--- config.mk ---
export PLATFORM = sky130hd
export DESIGN_NAME = pos_integrator
export DESIGN_NICKNAME = d
export VERILOG_FILES = /design/src/rtl/pos_integrator_pkg.sv /design/src/rtl/fx_mul_round.sv /design/src/rtl/pos_integrator.sv
export SDC_FILE = /design/constraint.sdc
export NUM_CORES = 2
export LEC_CHECK = 0
export CAP_MARGIN = 20
export CORE_MARGIN = 2
export CORE_UTILIZATION = 30
export CTS_CLUSTER_SIZE = 40
export DETAILED_ROUTE_END_ITERATION = 16
export PLACE_DENSITY = 0.51
export SYNTH_ARGS = -nofsm -noshare
export SYNTH_HDL_FRONTEND = slang
export SYNTH_SLANG_ARGS = --single-unit
--- constraint.sdc ---
create_clock -name POS_INTEGRATOR_CLOCK_50 -period 19.2 [get_ports POS_INTEGRATOR_CLOCK_50]
set_clock_uncertainty 0.2 [all_clocks]
set_input_delay 2.88 -clock POS_INTEGRATOR_CLOCK_50 [delete_from_list [all_inputs] [get_ports POS_INTEGRATOR_CLOCK_50]]
set_output_delay 2.88 -clock POS_INTEGRATOR_CLOCK_50 [all_outputs]
set_load 0.02 [all_outputs]
--- src/rtl/pos_integrator_pkg.sv ---
// Shared state encoding, heading constants and rounding helper for the odometry integrator.
package pos_integrator_pkg;

  typedef enum logic [2:0] {IDLE, CAPT, MUL, ACC, WRAP} state_e;

  localparam int unsigned DEF_FRACTIONAL_Q = 15;
  localparam int unsigned DEF_GUARD_G      = 16;
  localparam int unsigned DEF_ACC_FRAC     = DEF_FRACTIONAL_Q + DEF_GUARD_G;
  localparam int unsigned RS_W             = 128;

  localparam longint THETA_180_FX = longint'(180) <<< DEF_ACC_FRAC;
  localparam longint THETA_360_FX = longint'(360) <<< DEF_ACC_FRAC;

  // Rescale an integer-degree heading constant to another accumulator fraction width.
  function automatic longint theta_const(input longint c_def, input int unsigned frac_bits);
    if (frac_bits >= DEF_ACC_FRAC) return c_def <<< (frac_bits - DEF_ACC_FRAC);
    return c_def >>> (DEF_ACC_FRAC - frac_bits);
  endfunction

  function automatic logic signed [RS_W-1:0] rshift_round(input logic signed [RS_W-1:0] x,
                                                          input int unsigned sh);
    logic signed [RS_W-1:0] half;
    half = (sh == 0) ? '0 : (RS_W'(1) << (sh - 1));
    return (x + half) >>> sh;
  endfunction

endpackage

--- src/rtl/fx_mul_round.sv ---
// Registered signed N x N multiply followed by a round-half-up arithmetic right shift.
module fx_mul_round
  import pos_integrator_pkg::*;
#(
  parameter int unsigned N     = 32,
  parameter int unsigned SHIFT = 14,
  parameter int unsigned OUT_W = 48
) (
  input  logic                    clk,
  input  logic                    rst,
  input  logic                    en,
  input  logic signed [N-1:0]     a_i,
  input  logic signed [N-1:0]     k_i,
  output logic signed [OUT_W-1:0] p_q
);

  localparam int unsigned PW = 2 * N;

  logic signed [PW-1:0]    prod;
  logic signed [RS_W-1:0]  prod_ext;
  logic signed [OUT_W-1:0] p_d;

  always_comb begin
    prod     = $signed(PW'(a_i)) * $signed(PW'(k_i));
    prod_ext = RS_W'(prod);
    p_d      = p_q;
    if (en) p_d = OUT_W'(rshift_round(prod_ext, SHIFT));
  end

  always_ff @(posedge clk) begin
    if (rst) p_q <= '0;
    else     p_q <= p_d;
  end

endmodule

--- src/rtl/pos_integrator.sv ---
// Odometry integrator: samples global velocities each tick and accumulates X/Y and heading.
// Define POS_INTEGRATOR_SAT_EN to clamp X/Y on overflow (sticky SAT) instead of wrapping.
module pos_integrator
  import pos_integrator_pkg::*;
#(
  parameter int unsigned DATAWIDTH_N  = 32,
  parameter int unsigned FRACTIONAL_Q = DEF_FRACTIONAL_Q,
  parameter int unsigned GUARD_G      = DEF_GUARD_G,
  parameter int unsigned TICK_CYCLES  = 50000,
  parameter int unsigned DT_Q         = 30,
  parameter int unsigned DT_FX        = 1073742,
  parameter int unsigned KTH_FX       = 61520877
) (
  input  logic                   POS_INTEGRATOR_CLOCK_50,
  input  logic                   POS_INTEGRATOR_Reset_InHigh,
  input  logic                   POS_INTEGRATOR_ENABLE_InHigh,
  input  logic                   POS_INTEGRATOR_SETBEGIN_InLow,
  input  logic [DATAWIDTH_N-1:0] POS_INTEGRATOR_PRESETX_InBus,
  input  logic [DATAWIDTH_N-1:0] POS_INTEGRATOR_PRESETY_InBus,
  input  logic [DATAWIDTH_N-1:0] POS_INTEGRATOR_PRESETTH_InBus,
  input  logic [DATAWIDTH_N-1:0] POS_INTEGRATOR_VX_InBus,
  input  logic [DATAWIDTH_N-1:0] POS_INTEGRATOR_VY_InBus,
  input  logic [DATAWIDTH_N-1:0] POS_INTEGRATOR_WZ_InBus,
  output logic [DATAWIDTH_N-1:0] POS_INTEGRATOR_POSX_OutBus,
  output logic [DATAWIDTH_N-1:0] POS_INTEGRATOR_POSY_OutBus,
  output logic [DATAWIDTH_N-1:0] POS_INTEGRATOR_THETA_OutBus,
  output logic                   POS_INTEGRATOR_VALID_OutHigh,
  output logic                   POS_INTEGRATOR_SAT_OutHigh
);

  localparam int unsigned N     = DATAWIDTH_N;
  localparam int unsigned AW    = N + GUARD_G;
  localparam int unsigned SHIFT = DT_Q - GUARD_G;
  localparam int unsigned CNT_W = (TICK_CYCLES > 1) ? $clog2(TICK_CYCLES) : 1;

  localparam logic [CNT_W-1:0]     CNT_LAST = CNT_W'(TICK_CYCLES - 1);
  localparam logic signed [N-1:0]  DT_K     = N'(DT_FX);
  localparam logic signed [N-1:0]  KTH_K    = N'(KTH_FX);
  localparam logic signed [AW-1:0] TH_180   = AW'(theta_const(THETA_180_FX, FRACTIONAL_Q + GUARD_G));
  localparam logic signed [AW-1:0] TH_360   = AW'(theta_const(THETA_360_FX, FRACTIONAL_Q + GUARD_G));

`ifdef POS_INTEGRATOR_SAT_EN
  localparam logic signed [AW-1:0] ACC_MAX = {1'b0, {(AW-1){1'b1}}};
  localparam logic signed [AW-1:0] ACC_MIN = {1'b1, {(AW-1){1'b0}}};

  function automatic logic add_ovf(input logic signed [AW-1:0] a, input logic signed [AW-1:0] b);
    logic signed [AW:0] s;
    s = (AW+1)'(a) + (AW+1)'(b);
    return s[AW] != s[AW-1];
  endfunction

  function automatic logic signed [AW-1:0] clamp_add(input logic signed [AW-1:0] a,
                                                     input logic signed [AW-1:0] b);
    logic signed [AW:0] s;
    s = (AW+1)'(a) + (AW+1)'(b);
    if (s[AW] != s[AW-1]) return s[AW] ? ACC_MIN : ACC_MAX;
    return s[AW-1:0];
  endfunction
`endif

  logic clk;
  logic rst;
  logic enable;
  logic setbegin_n;

  assign clk        = POS_INTEGRATOR_CLOCK_50;
  assign rst        = POS_INTEGRATOR_Reset_InHigh;
  assign enable     = POS_INTEGRATOR_ENABLE_InHigh;
  assign setbegin_n = POS_INTEGRATOR_SETBEGIN_InLow;

  state_e                state_q, state_d;
  logic [CNT_W-1:0]      cnt_q, cnt_d;
  logic signed [N-1:0]   vx_q, vx_d, vy_q, vy_d, wz_q, wz_d;
  logic signed [AW-1:0]  acc_x_q, acc_x_d, acc_y_q, acc_y_d, acc_th_q, acc_th_d;
  logic [N-1:0]          pos_x_q, pos_x_d, pos_y_q, pos_y_d, theta_q, theta_d;
  logic                  valid_q, valid_d, sat_q, sat_d, upd_q, upd_d, load_q, load_d;
  logic signed [AW-1:0]  prod_x, prod_y, prod_th;
  logic                  mul_en;
  logic                  tc;

  assign tc = enable && (cnt_q == CNT_LAST);

  fx_mul_round #(.N(N), .SHIFT(SHIFT), .OUT_W(AW)) u_mul_x (
    .clk(clk), .rst(rst), .en(mul_en), .a_i(vx_q), .k_i(DT_K), .p_q(prod_x)
  );
  fx_mul_round #(.N(N), .SHIFT(SHIFT), .OUT_W(AW)) u_mul_y (
    .clk(clk), .rst(rst), .en(mul_en), .a_i(vy_q), .k_i(DT_K), .p_q(prod_y)
  );
  fx_mul_round #(.N(N), .SHIFT(SHIFT), .OUT_W(AW)) u_mul_th (
    .clk(clk), .rst(rst), .en(mul_en), .a_i(wz_q), .k_i(KTH_K), .p_q(prod_th)
  );

  // Step sequencer, accumulators and output staging; preset load overrides everything but reset.
  always_comb begin
    state_d  = state_q;
    cnt_d    = cnt_q;
    vx_d     = vx_q;
    vy_d     = vy_q;
    wz_d     = wz_q;
    acc_x_d  = acc_x_q;
    acc_y_d  = acc_y_q;
    acc_th_d = acc_th_q;
    pos_x_d  = pos_x_q;
    pos_y_d  = pos_y_q;
    theta_d  = theta_q;
    sat_d    = sat_q;
    upd_d    = 1'b0;
    load_d   = 1'b0;
    valid_d  = upd_q;
    mul_en   = 1'b0;

    if (enable) cnt_d = (cnt_q == CNT_LAST) ? '0 : cnt_q + CNT_W'(1);

    case (state_q)
      IDLE: if (tc) state_d = CAPT;
      CAPT: begin
        vx_d    = POS_INTEGRATOR_VX_InBus;
        vy_d    = POS_INTEGRATOR_VY_InBus;
        wz_d    = POS_INTEGRATOR_WZ_InBus;
        state_d = MUL;
      end
      MUL: begin
        mul_en  = 1'b1;
        state_d = ACC;
      end
      ACC: begin
`ifdef POS_INTEGRATOR_SAT_EN
        acc_x_d = clamp_add(acc_x_q, prod_x);
        acc_y_d = clamp_add(acc_y_q, prod_y);
        if (add_ovf(acc_x_q, prod_x) || add_ovf(acc_y_q, prod_y)) sat_d = 1'b1;
`else
        acc_x_d = acc_x_q + prod_x;
        acc_y_d = acc_y_q + prod_y;
`endif
        acc_th_d = acc_th_q + prod_th;
        state_d  = WRAP;
      end
      WRAP: begin
        if (acc_th_q >= TH_180)      acc_th_d = acc_th_q - TH_360;
        else if (acc_th_q < -TH_180) acc_th_d = acc_th_q + TH_360;
        upd_d   = 1'b1;
        state_d = IDLE;
      end
      default: state_d = IDLE;
    endcase

    if (upd_q || load_q) begin
      pos_x_d = acc_x_q[AW-1:GUARD_G];
      pos_y_d = acc_y_q[AW-1:GUARD_G];
      theta_d = acc_th_q[AW-1:GUARD_G];
    end

    if (!setbegin_n) begin
      acc_x_d  = {POS_INTEGRATOR_PRESETX_InBus, {GUARD_G{1'b0}}};
      acc_y_d  = {POS_INTEGRATOR_PRESETY_InBus, {GUARD_G{1'b0}}};
      acc_th_d = {POS_INTEGRATOR_PRESETTH_InBus, {GUARD_G{1'b0}}};
      cnt_d    = '0;
      state_d  = IDLE;
      sat_d    = 1'b0;
      upd_d    = 1'b0;
      valid_d  = 1'b0;
      load_d   = 1'b1;
    end
  end

  always_ff @(posedge clk) begin
    if (rst) begin
      state_q  <= IDLE;
      cnt_q    <= '0;
      vx_q     <= '0;
      vy_q     <= '0;
      wz_q     <= '0;
      acc_x_q  <= '0;
      acc_y_q  <= '0;
      acc_th_q <= '0;
      pos_x_q  <= '0;
      pos_y_q  <= '0;
      theta_q  <= '0;
      valid_q  <= 1'b0;
      sat_q    <= 1'b0;
      upd_q    <= 1'b0;
      load_q   <= 1'b0;
    end else begin
      state_q  <= state_d;
      cnt_q    <= cnt_d;
      vx_q     <= vx_d;
      vy_q     <= vy_d;
      wz_q     <= wz_d;
      acc_x_q  <= acc_x_d;
      acc_y_q  <= acc_y_d;
      acc_th_q <= acc_th_d;
      pos_x_q  <= pos_x_d;
      pos_y_q  <= pos_y_d;
      theta_q  <= theta_d;
      valid_q  <= valid_d;
      sat_q    <= sat_d;
      upd_q    <= upd_d;
      load_q   <= load_d;
    end
  end

  assign POS_INTEGRATOR_POSX_OutBus   = pos_x_q;
  assign POS_INTEGRATOR_POSY_OutBus   = pos_y_q;
  assign POS_INTEGRATOR_THETA_OutBus  = theta_q;
  assign POS_INTEGRATOR_VALID_OutHigh = valid_q;
  assign POS_INTEGRATOR_SAT_OutHigh   = sat_q;

endmodule

* Yosys cells after proc, flatten, opt, wreduce, memory -nomap -nowiden
Index checks and enable logic that the tools add are counted.
Widths: inputs -> output; s select.
** Word-level totals
- Logic and storage cells :: 66
- Register bits after elaboration :: 502
** Operators by class
- Add/sub/neg operators :: 9
- Multiply operators :: 3
- Equality and inequality tests :: 10
- Magnitude comparators :: 2
- Mux-type cells :: 14
- Reductions and logical operators :: 7
- Bitwise operators :: 1
** Operators with widths (count)
- $mux 48 :: 7
- $add 62x15->62 const B :: 3
- $add 48x48->48 :: 3
- $mul 32x21->53 const B :: 2
- $pmux 48 s2 :: 1
- $mul 32x27->59 const B :: 1
- $add 48x41->48 const B :: 1
- $ge 48x40->1 const B :: 1
- $lt 48x40->1 const B :: 1
- $sub 48x41->48 const B :: 1
- $add 16x1->16 const B :: 1
- $eq 16x16->1 const B :: 1
- $mux 16 :: 1
- $pmux 3 s4 :: 1
- $eq 3x2->1 const B :: 2
- $ne 4x4->1 const B :: 1
- $reduce_and 2->1 :: 2
- $eq 3x1->1 const B :: 1
- $eq 3x3->1 const B :: 1
- $logic_not 3->1 :: 1
- $mux 1 :: 3
- $mux 3 :: 1
- $ne 3x1->1 const B :: 1
- $ne 3x3->1 const B :: 1
- 7 further kinds :: 7

* Logic depth before layout (Yosys ltp)
- Word-level depth :: 5
- Depth in mapped cells :: 29

* Modules after synthesis
Synthesis repeated with hierarchy kept, for this count alone.
** Second synthesis, totals
- Cells, all modules :: 14780
- Area, all modules :: 132937.5 um2
** Modules (own cells, without submodules)
- fx_mul_round (u_mul_th) :: cells an instance 3980, area an instance 37180.7 um2, times used 1
- fx_mul_round (u_mul_x) :: cells an instance 3958, area an instance 37068.1 um2, times used 1
- fx_mul_round (u_mul_y) :: cells an instance 3957, area an instance 37014.2 um2, times used 1
- pos_integrator :: cells an instance 2885, area an instance 21674.5 um2, times used 1

* Least setup slack after synthesis
Ideal clock, no wire load.
- Path kind :: register to register
- Start point :: register vy_q[31]
- End point :: register u_mul_y.p_q[36]
- Setup slack :: 10561 ps
- Clock period less this slack :: 8639 ps
- Stages on the path, launching flop included :: 24
- Library setup time :: 62 ps
- Required time :: 18938 ps
- Arrival time :: 8377 ps
- Cells stage by stage :: dfxtp_1 > inv_1 > fa_1 > inv_1 > ha_1 > fa_1 > inv_1 > fa_1 > inv_1 > fa_1 > fa_1 > ha_1 > clkbuf_1 > nand2_1 > or2_2 > a211o_1 > and3_1 > a311oi_1 > nand4_1 > nor4_4 > and4bb_4 > mux2_1 > or4_1 > nand3_1
** On the way
- Cells in the longest elaborated chain, start to end :: 2
** Ends and longest elaborated chain
- start, declared :: RTL line pos_integrator.sv:73 : logic signed [N-1:0] vx_q, vx_d, vy_q, vy_d, wz_q, wz_d;
- start signal, assigned :: RTL line pos_integrator.sv:187 : vy_q <= vy_d;
- $mul 32x21->53 :: RTL line fx_mul_round.sv:24 : prod = $signed(PW'(a_i)) * $signed(PW'(k_i));
- $add 62x15->62 :: RTL line pos_integrator_pkg.sv:24 : return (x + half) >>> sh;
- end signal, assigned :: RTL line fx_mul_round.sv:32 : else p_q <= p_d;
- end, declared :: RTL line fx_mul_round.sv:14 : output logic signed [OUT_W-1:0] p_q
No other way between the ends.
A chain may end at the register's enable or synchronous reset.

* Worst setup path in the final report
- Start point :: register wz_q[10]
- End point :: register u_mul_th.p_q[36]
** On the way
- Cells in the longest elaborated chain, start to end :: 2
** Ends and longest elaborated chain
- start, declared :: RTL line pos_integrator.sv:73
- start signal, assigned :: RTL line pos_integrator.sv:188 : wz_q <= wz_d;
- $mul 32x27->59 :: RTL line fx_mul_round.sv:24
- $add 62x15->62 :: RTL line pos_integrator_pkg.sv:24
- end signal, assigned :: RTL line fx_mul_round.sv:32
- end, declared :: RTL line fx_mul_round.sv:14
No other way between the ends.

==> summary.md <==
| Metric | Value |
|---|---|
| Synthesized cell area | `67600 µm²` |
| Fin. Hold Viols | `0` |
| Fin Setup TNS | `0 ps` |
| Register-to-register setup slack | `~10000 ps` |
| Syn. warnings | `0` |
| Max clock buf depth | `3` |
| Fill cells | `approximately 23000` |
| Num rows | `between 150 and 200` |
| Synth unique cells | `95` |
| DR iter-0 viols | `2962` |
| H-tree depth | `3` |
| CTS buffer count | `70` |
| Max VDD drop | `roughly 0.065 mV` |
| Sequential area share after synthesis | `0.149` |
| Clk sinks | `between 500 and 600` |
| Drt first pass iters | `5` |
| Worst Hold End | `POS_INTEGRATOR_POSY_OutBus[17]` |
| Gr usage total | `0.188` |
| Initial antenna violation count | `3` |
| Final min period | `about 9100 ps` |
| Vias in the first global route | `roughly 56000` |
| Hold_buf cts | `0` |
| I/O pin count | `a little under 300` |
| Synth Flop Type | `dfxtp_1` |
| Final ANT Viol Nets | `0` |
| Crit-path cells | `inv_1 > fa_1 > fa_1 > fa_1 > inv_1 > fa_1 > fa_1 > fa_1 > inv_1 > fa_1 > inv_1 > ha_1 > a21oi_1 > o21ai_0 > or2_2 > o311ai_1 > nand2_1 > xor2_1 > nand4_1 > nor3_4 > nand4_2 > or4_1 > and3_1 > a311o_1` |
| Crit share post-route | `0.472` |
| Top cells by area, synth | `fa_1 (26%), ha_1 (17%), dfxtp_1 (15%)` |
| Slowest stage delay, CP | `between 600 and 700 ps` |
| #FFs+latches synth | `502` |
| Status | `finished clean` |
| Syn_area_per_cell | `between 8 and 9 µm²` |
| Share of cells above drive strength 1 | `0.0292` |
| Async set-reset flop share out of synthesis | `0` |
| First-pass GRT wire length | `~330000 µm` |
| Max Fclk | `roughly 110 MHz` |
| Post-Route WL | `roughly 220000 µm` |
| Die width | `479 µm` |
| Slew HR | `0.312` |
| Fin area | `roughly 76000 µm²` |
| Placed instance area | `73800 µm²` |
| Core Area | `about 220000 µm²` |
| Final setup vio count | `0` |
| Max-cap violations | `0` |
| DR DRC count | `0` |
| Postcts setup bufs | `0` |
| Worst r2r src | `wz_q[10]` |
| CP Class | `reg -> reg` |
| Grt ovf | `0` |
| Per-cell routed wire length | `between 15 and 20 µm` |
| # port buffers | `292` |
| Post-Syn Nets | `just under 10000` |
| Measured slew at the worst slew-check pin | `1030 ps` |
| CP endpoint kind | `register` |
| Critical path arrival | `about 9400 ps` |
| Worst reg2reg path endpoint | `u_mul_th.p_q[36]` |
| Yosys top cell area share | `0.256` |
| Detailed Place HPWL | `about 180000 µm` |
| Largest net degree at the start of global routing | `roughly 160` |
| Die height | `between 400 and 500 µm` |
| CTS tree | `built` |
| Slowest cell on crit path | `o311ai_1` |
| Worst hold path startpoint | `POS_INTEGRATOR_POSY_OutBus[17]` |
| Hold Crit Class | `reg -> reg` |
| Crit path required time | `19580 ps` |
| Fin. max-slew vios | `0` |
| Starting density of the core | `0.301` |
| Critical path's most frequent cell | `fa_1` |
| Hold path cells | `2` |
| Via count | `53600` |
| Clk pin slew, worst setup/hold paths | `roughly 60 ps` |
| Syn Inst Count | `7793` |
| Post-synth top area cell | `fa_1` |
| Final Wtd Congestion | `between 0.9 and 1` |
| Die Area | `between 200000 and 250000 µm²` |
| Via density per instance | `between 4 and 5` |
| Root buffer cell | `clkbuf_16` |
| Final nets | `9945` |
| Post-CTS Resized | `0` |
| CP max FO | `9` |
| Number of synthesized flops with an enable pin | `0` |
| Pwr Density | `~36 nW/µm²` |
| Leakage | `38.2 nW` |
| Area grow syn2layout | `12.6%` |
| Clock latency on the worst-skew pair | `about 700 ps` |
| RSZ-0062 raised after global routing | `false` |
| Register-to-Register Path Depth | `24` |
| Critical path startpoint category | `register` |
## flip-flops by register name, indices dropped and copies added, names as in the netlist, named ones only
signal                        flops
POS_INTEGRATOR_VALID_OutHigh      1
load_q                            1
POS_INTEGRATOR_POSY_OutBus       32
u_mul_y.p_q                      48
vx_q                             32
u_mul_th.p_q                     48
cnt_q                            16
acc_y_q                          48
u_mul_x.p_q                      48
POS_INTEGRATOR_POSX_OutBus       32
acc_x_q                          48
wz_q                             32
state_q                           3
upd_q                             1
acc_th_q                         32
POS_INTEGRATOR_THETA_OutBus      32
vy_q                             32
## per-layer routing
layer,up-vias,global-route usage,wire (µm)
met4,0,0.0580,7050
met1,26400,0.250,99600
li1,26100,-,-
met2,888,0.320,102000
met5,-,0,0
met3,199,0.0174,6890
## through the flow
step                worst slack [ps]  utilization  cells  power [W]  hold slack [ps]
floorplan                      10560            -   7793    0.00122              229
global placement               10350        0.329  10900    0.00133              243
detailed placement             10220        0.329  10900    0.00134              243
CTS                            10190        0.339  11000    0.00279              250
global route                    9390        0.339  11000    0.00284              262
finish                         10140        0.339  11000    0.00273              247
## power breakdown
part,leakage [nW],internal (W),switching (W)
Clock,1.18,0.000856,0.000566
Sequential,4.07,0.00106,0.0000254
Combinational,33.0,0.0000968,0.000127
Total,38.2,0.00202,0.000718
## synth_stat cells (54+ instances only)
| cell type | n |
|---|---|
| xor2_1 | 182 |
| a21oi_1 | 625 |
| o21ai_0 | 163 |
| dfxtp_1 | 502 |
| clkbuf_1 | 222 |
| ha_1 | 926 |
| fa_1 | 866 |
| xnor2_1 | 217 |
| nor3_1 | 77 |
| a211oi_1 | 137 |
| and3_1 | 58 |
| a21o_1 | 227 |
| nand4_1 | 61 |
| nand3_1 | 118 |
| nand2_1 | 841 |
| inv_1 | 1404 |
| a311oi_1 | 54 |
| nor2_1 | 389 |
## cell type report
| class | instances | area [µm²] | area share |
|---|---|---|---|
| clock buffers | 91 | 1960 | 0.0257 |
| inverters | 1404 | 5270 | 0.0692 |
| diodes | 2 | 5.00 | 0.0000657 |
| clock inverters | 31 | 468 | 0.00614 |
| well taps | 2992 | 3740 | 0.0491 |
| repair buffers | 334 | 3260 | 0.0427 |
| flip-flops and latches | 502 | 10100 | 0.132 |
| multi-input cells | 5645 | 51400 | 0.675 |
## cells by family (layout without fill, tap and decap cells)
kind of cell,count (synthesis),in the layout,synth area share
compound gates,1574,1574,0.150
other cells,1,3,0.0000554
simple gates,1851,1851,0.127
buf+inv,1646,1860,0.0916
mux,26,26,0.00387
fa+ha+maj,1792,1792,0.428
flops,502,502,0.149
xor+xnor,401,401,0.0521
## placed cells by master, fill, tap and decap left out, types with 26 or more instances in the layout
master | netlist | final
a211oi_1 | 137 | 137
a21o_1 | 227 | 227
a21oi_1 | 625 | 625
a311oi_1 | 54 | 54
a31oi_1 | 38 | 38
and2_1 | 36 | 36
and3_1 | 58 | 58
buf_4 | 2 | 41
clkbuf_16 | 0 | 70
clkdlybuf4s50_1 | 0 | 290
dfxtp_1 | 502 | 500
fa_1 | 866 | 866
ha_1 | 926 | 926
inv_1 | 1404 | 1403
nand2_1 | 841 | 840
nand2b_1 | 27 | 27
nand3_1 | 118 | 118
nand4_1 | 61 | 61
nor2_1 | 389 | 388
nor2b_1 | 42 | 42
nor3_1 | 77 | 76
nor4_1 | 35 | 35
o211ai_1 | 30 | 30
o21a_1 | 26 | 26
o21ai_0 | 163 | 163
o21bai_1 | 45 | 45
o31ai_1 | 26 | 26
or3_1 | 44 | 43
xnor2_1 | 217 | 217
xor2_1 | 182 | 182
## how the worst max path moves through the flow
stage                        start               end  slack (ps)  depth (start not counted)
final                     wz_q[10]  u_mul_th.p_q[36]       10140                         24
after global routing      wz_q[10]  u_mul_th.p_q[43]        9390                         24
after CTS                 wz_q[10]  u_mul_th.p_q[36]       10190                         24
after detailed placement  wz_q[10]  u_mul_th.p_q[36]       10220                         24
after global placement    wz_q[10]  u_mul_th.p_q[36]       10350                         24
after floorplan           vy_q[31]   u_mul_y.p_q[36]       10560                         23
## critical path, delay by kind of cell, from the launching register on
family,cells,cell delay [ps]
buffers and inverters,4,350
AOI/OAI and AO/OA,4,1350
and+or+nand+nor,7,2240
adders and majority gates,8,3930
DFF,1,560
xor gates and xnor gates,1,330
Note: power is estimated with default switching activity, not from simulation.
